## config.mk

```make
export PLATFORM = sky130hd
export DESIGN_NAME = hash_write_back_stage
export DESIGN_NICKNAME = d
export VERILOG_FILES = /design/src/rtl/hash_pkg.sv /design/src/rtl/hash_init_sweeper.sv /design/src/rtl/hash_write_back_stage.sv
export SDC_FILE = /design/constraint.sdc
export NUM_CORES = 1
export LEC_CHECK = 0
export ABC_AREA = 1
export CAP_MARGIN = 10
export CORE_ASPECT_RATIO = 1.25
export CORE_MARGIN = 8
export CORE_UTILIZATION = 35
export CTS_CLUSTER_DIAMETER = 100
export DETAILED_ROUTE_END_ITERATION = 8
export HOLD_SLACK_MARGIN = 0.02
export PLACE_DENSITY = 0.86
export SLEW_MARGIN = 25
export SYNTH_ARGS = -nofsm -noshare
export SYNTH_HDL_FRONTEND = slang
export SYNTH_SLANG_ARGS = --single-unit
```

## constraint.sdc

```tcl
create_clock -name clk -period 1.2 [get_ports clk]
set_clock_uncertainty 0.1 [all_clocks]
set_input_delay 0.3 -clock clk [delete_from_list [all_inputs] [get_ports clk]]
set_output_delay 0.3 -clock clk [all_outputs]
set_load 0.02 [all_outputs]
```

## src/rtl/hash_pkg.sv

```systemverilog
// rtl/hash_pkg.sv - shared types for the hashtable pipeline
package hash_pkg;

  typedef enum logic {
    WB_INIT = 1'b0,
    WB_RUN  = 1'b1
  } wb_state_t;

endpackage

```

## src/rtl/hash_init_sweeper.sv

```systemverilog
// rtl/hash_init_sweeper.sv - memory sweep address counter with terminal-count flag
module hash_init_sweeper #(
  parameter int ADR_WIDTH = 2
) (
  input  logic                 clk,
  input  logic                 reset,
  input  logic                 i_step,
  output logic [ADR_WIDTH-1:0] o_adr,
  output logic                 o_tc
);

  logic [ADR_WIDTH-1:0] r_cnt;

  // Advance one address per step and wrap to 0 after the last address
  always_ff @(posedge clk or posedge reset) begin
    if (reset) begin
      r_cnt <= '0;
    end else if (i_step) begin
      r_cnt <= r_cnt + 1'b1;
    end
  end

  assign o_adr = r_cnt;
  assign o_tc  = &r_cnt;

endmodule

```

## src/rtl/hash_write_back_stage.sv

```systemverilog
// rtl/hash_write_back_stage.sv - hashtable write-back stage and forward bus; HASH_INIT_SWEEP_EN enables the reset sweep
module hash_write_back_stage
  import hash_pkg::*;
#(
  parameter int DATA_WIDTH           = 4,
  parameter int KEY_WIDTH            = 2,
  parameter int HASH_ADR_WIDTH       = 2,
  parameter int SHIFT_HASH_ADR_WIDTH = 2
) (
  input  logic                            clk,
  input  logic                            reset,
  input  logic                            clk_en,
  input  logic                            upd_req_i,
  output logic                            upd_ready_o,
  input  logic                            upd_write_i,
  input  logic [HASH_ADR_WIDTH-1:0]       upd_hash_adr_i,
  input  logic [KEY_WIDTH-1:0]            upd_key_i,
  input  logic [DATA_WIDTH-1:0]           upd_data_i,
  input  logic                            upd_valid_i,
  input  logic [SHIFT_HASH_ADR_WIDTH-1:0] upd_shift_adr_i,
  input  logic                            upd_shift_valid_i,
  output logic                            mem_we_o,
  output logic [HASH_ADR_WIDTH-1:0]       mem_adr_o,
  output logic [KEY_WIDTH-1:0]            mem_key_o,
  output logic [DATA_WIDTH-1:0]           mem_data_o,
  output logic                            mem_valid_o,
  output logic [SHIFT_HASH_ADR_WIDTH-1:0] mem_shift_adr_o,
  output logic                            mem_shift_valid_o,
  output logic [HASH_ADR_WIDTH-1:0]       forward_hash_adr_o,
  output logic [KEY_WIDTH-1:0]            forward_key_o,
  output logic [DATA_WIDTH-1:0]           forward_data_o,
  output logic                            forward_valid_o,
  output logic [SHIFT_HASH_ADR_WIDTH-1:0] forward_shift_hash_adr_o,
  output logic                            forward_shift_valid_o,
  output logic                            forward_updated_mem_o,
  output logic                            init_done_o
);

  logic [HASH_ADR_WIDTH-1:0]       r_adr;
  logic [KEY_WIDTH-1:0]            r_key;
  logic [DATA_WIDTH-1:0]           r_data;
  logic                            r_valid;
  logic [SHIFT_HASH_ADR_WIDTH-1:0] r_shift_adr;
  logic                            r_shift_valid;
  logic                            r_we;
  logic                            r_fwd_upd;

  logic                            w_ready;
  logic                            w_accept;
  logic                            w_sweep_step;
  logic [HASH_ADR_WIDTH-1:0]       w_sweep_adr;

`ifdef HASH_INIT_SWEEP_EN
  wb_state_t r_state;
  wb_state_t w_state_nxt;
  logic      r_sweep_last;
  logic      w_sweep_tc;

  hash_init_sweeper #(
    .ADR_WIDTH(HASH_ADR_WIDTH)
  ) u_sweeper (
    .clk    (clk),
    .reset  (reset),
    .i_step (w_sweep_step & clk_en),
    .o_adr  (w_sweep_adr),
    .o_tc   (w_sweep_tc)
  );

  // State register, frozen while the pipeline is stalled
  always_ff @(posedge clk or posedge reset) begin
    if (reset) begin
      r_state <= WB_INIT;
    end else if (clk_en) begin
      r_state <= w_state_nxt;
    end
  end

  // Sweep while in INIT; move to RUN on the edge that commits the last sweep write
  always_comb begin
    w_state_nxt  = r_state;
    w_sweep_step = 1'b0;
    case (r_state)
      WB_INIT: begin
        if (r_sweep_last) begin
          w_state_nxt = WB_RUN;
        end else begin
          w_sweep_step = 1'b1;
        end
      end
      WB_RUN:  w_state_nxt = WB_RUN;
      default: w_state_nxt = WB_INIT;
    endcase
  end

  // Flag that the terminal address is the one now presented to memory
  always_ff @(posedge clk or posedge reset) begin
    if (reset) begin
      r_sweep_last <= 1'b0;
    end else if (clk_en && w_sweep_step) begin
      r_sweep_last <= w_sweep_tc;
    end
  end

  assign w_ready = (r_state == WB_RUN);
`else
  logic r_ready;

  // No sweep: become ready on the first enabled edge after reset
  always_ff @(posedge clk or posedge reset) begin
    if (reset) begin
      r_ready <= 1'b0;
    end else if (clk_en) begin
      r_ready <= 1'b1;
    end
  end

  assign w_ready      = r_ready;
  assign w_sweep_step = 1'b0;
  assign w_sweep_adr  = '0;
`endif

  assign w_accept = upd_req_i & w_ready;

  // Output stage: one sweep write, one accepted request, or an idle cycle with fields held
  always_ff @(posedge clk or posedge reset) begin
    if (reset) begin
      r_adr         <= '0;
      r_key         <= '0;
      r_data        <= '0;
      r_valid       <= 1'b0;
      r_shift_adr   <= '0;
      r_shift_valid <= 1'b0;
      r_we          <= 1'b0;
      r_fwd_upd     <= 1'b0;
    end else if (clk_en) begin
      if (w_sweep_step) begin
        r_adr         <= w_sweep_adr;
        r_key         <= '0;
        r_data        <= '0;
        r_valid       <= 1'b0;
        r_shift_adr   <= '0;
        r_shift_valid <= 1'b0;
        r_we          <= 1'b1;
        r_fwd_upd     <= 1'b1;
      end else if (w_accept) begin
        r_adr         <= upd_hash_adr_i;
        r_key         <= upd_key_i;
        r_data        <= upd_data_i;
        r_valid       <= upd_valid_i;
        r_shift_adr   <= upd_shift_adr_i;
        r_shift_valid <= upd_shift_valid_i;
        r_we          <= upd_write_i;
        r_fwd_upd     <= upd_write_i;
      end else begin
        r_we          <= 1'b0;
        r_fwd_upd     <= 1'b0;
      end
    end
  end

  // A stalled cycle must not rewrite the held entry
  assign mem_we_o                 = r_we & clk_en;
  assign mem_adr_o                = r_adr;
  assign mem_key_o                = r_key;
  assign mem_data_o               = r_data;
  assign mem_valid_o              = r_valid;
  assign mem_shift_adr_o          = r_shift_adr;
  assign mem_shift_valid_o        = r_shift_valid;
  assign forward_hash_adr_o       = r_adr;
  assign forward_key_o            = r_key;
  assign forward_data_o           = r_data;
  assign forward_valid_o          = r_valid;
  assign forward_shift_hash_adr_o = r_shift_adr;
  assign forward_shift_valid_o    = r_shift_valid;
  assign forward_updated_mem_o    = r_fwd_upd;
  assign upd_ready_o              = w_ready;
  assign init_done_o              = w_ready;

endmodule

```

==> metrics <==
post-route setup TNS -1.84 ns; worst-case reg-to-reg path depth 4; port buffer count 44; syn_area_per_cell 9.08 um2; CTS buffer count 3; Hold Path Class input port to asynchronous set/reset pin; worst setup path end mem_we_o; ant diodes 0; drt drc 0; CP Capture Type output pin; DIE AREA 0.00369 mm2; Slew @ Worst Pin 0.235 ns; CTS tree yes; P&R area growth vs syn 73.2%; asr flop ratio synth 100%; Worst setup SP type flip-flop; nets 139; Cell Pwr Density 1270 mW/mm2; DR vias/cell 5.16; root buf cell clkbuf_4; Starting Density 36.1%; Final setup viols 28; Max Transition Viols Final 0; pre-CTS WS -0.691 ns; die width 56.0 um; die height 66.0 um; leading area contributor after synthesis dfrtp_1; Worst Path Required 0.80 ns; fillers 148; sequential area share after synthesis 50.1%; initial antenna violation count 0; Synth Flop Type dfrtp_1; post-synth top area share 50.1%; DP Wirelength 1600 um; top cells by count, synth nand2_1, buf_4, dfrtp_1, nand4_1, inv_1; maxcap violations 0; largest net degree at the start of global routing 17; hold_ws 0.207 ns; DRT iter0 DRCs 22; most common cell in the netlist nand2_1; Post-synth EDFFs 0; period utilization 111%; Clock transition at path regs 0.09 ns; global-route wire length before repair 3280 um; Overflow after GRT 0; Sink Count 14; core area 0.00194 mm2; worst setup margin -0.127 ns; RSZ-0062 raised after global routing yes; outcome finished with violations; synthesis-stage register bit count 14; failing checks setup timing; Post-Syn Instances 77; worst path cell trace nand2_1 > inv_1 > buf_6; fmax 753 MHz; Worst-Skew Late Latency 0.29 ns; RR Startpoint init_done_o; fraction of layout cells with a size suffix above 1 39.7%; GPL Wtd Cong 0.784; I/O pin total 45; Crit Path Max Fanout 3; CP Data Arrival Time 0.93 ns; top cells by area, synth dfrtp_1, buf_4, nand2_1; kind of critical path flip-flop to output pin; Synth warnings 0; peak supply drop 0.000650 V; slowest cell delay on critical path 0.40 ns; P_leak 0.640 nW; Final ANT Viol Nets 0; critical-path cell with the highest stage delay dfrtp_1; routed length per instance 17.4 um; H-tree Lvls 1; Critical path origin r_we; Hold Vio Cnt, Final 0; Reg2Reg Setup Slack 0.02 ns; std cell rows 18; via count 727; Syn Nets 94; Reg-to-Reg End forward_data_o[1]; Post-Route WL 2450 um; Max Root-Sink Buffers 2; overall routing resource usage 11.3%; Final min period 1.33 ns; Mapped Area 699 um2; number of global-route vias before repair 678; Worst slew margin 84.3%; TritonRoute pass-1 iters 4; count of cell types in the netlist 8
[how the worst min path moves through the flow]
stage	endpoint	slack (ns)	cells after the start
floorplan	forward_data_o[0]	0.09	1
global placement	forward_data_o[2]	0.39	2
CTS	forward_data_o[0]	0.20	3
global route	forward_data_o[2]	0.22	3
finish	forward_data_o[2]	0.21	3
detailed placement	forward_data_o[1]	0.39	2
[flip-flops by register name, indices dropped and copies added (netlist names)]
signal,count
forward_data_o,4
forward_hash_adr_o,2
forward_key_o,2
forward_shift_hash_adr_o,2
forward_shift_valid_o,1
forward_valid_o,1
init_done_o,1
r_we,1
[worst max-delay path: cells and delay by family, from the launching register on]
family                 cells  cell delay, ns
buffers and inverters      2            0.17
and+or+nand+nor            1            0.07
DFF                        1            0.40
[metrics by stage]
| stage | util [%] | instances | cell area (um2) | total power (W) |
|---|---|---|---|---|
| floorplan | - | 77 | 699 | 0.000872 |
| global placement | 54.9 | 128 | 1060 | 0.00109 |
| detailed placement | 54.9 | 128 | 1060 | 0.00111 |
| CTS | 60.3 | 136 | 1170 | 0.00152 |
| global route | 62.5 | 141 | 1210 | 0.00161 |
| finish | 62.5 | 141 | 1210 | 0.00154 |
[where the power goes]
| part | internal, W | total [W] | switching [W] |
|---|---|---|---|
| Combinational | 0.000320 | 0.000598 | 0.000278 |
| Sequential | 0.000526 | 0.000591 | 0.0000651 |
| Clock | 0.000185 | 0.000348 | 0.000163 |
[metal layers]
layer | routed length [um] | up-vias | track usage (%)
met4 | 48 | 0 | 6.63
met3 | 212 | 5 | 5.19
met1 | 949 | 348 | 12.3
met5 | 0 | - | 0
li1 | - | 332 | -
met2 | 1240 | 42 | 17.8
[timing repair]
action | 4_1_cts | 5_1_grt
endpoints found under the setup margin | 40 | 33
hold buffers | 0 | 0
resized for setup | 169 | 1
pin swaps | 1 | 0
buffers inserted | 4 | 4
cloned | 0 | 1
[kinds of logic (layout without fill, tap and decap cells)]
kind of cell / Yosys count / count (layout) / synth area share, %
DFF: 14 / 14 / 50.1
buffers and inverters: 21 / 64 / 21.5
and+or+nand+nor: 42 / 43 / 28.4
[layout make-up]
| cell class | instances | area (um2) | area share [%] |
|---|---|---|---|
| clock buffer | 4 | 36.3 | 3.00 |
| tap | 20 | 25.0 | 2.07 |
| multi-input combinational | 43 | 216 | 17.9 |
| inverter | 3 | 11.3 | 0.930 |
| sequential | 14 | 350 | 28.9 |
| timing repair buffer | 57 | 572 | 47.2 |
[cells in the final DEF (no fill, tap or decap)]
cell / synthesis / layout
buf_2: 0 / 1
buf_4: 17 / 12
buf_6: 1 / 28
clkbuf_4: 0 / 3
clkbuf_8: 0 / 1
clkdlybuf4s50_1: 0 / 14
dfrtp_1: 14 / 14
dlygate4sd2_1: 0 / 1
dlymetal6s2s_1: 0 / 1
inv_1: 3 / 3
nand2_1: 27 / 27
nand3_2: 1 / 1
nand3_4: 0 / 1
nand4_1: 13 / 13
or2_2: 1 / 1
Power figures use the tool's default switching activity.
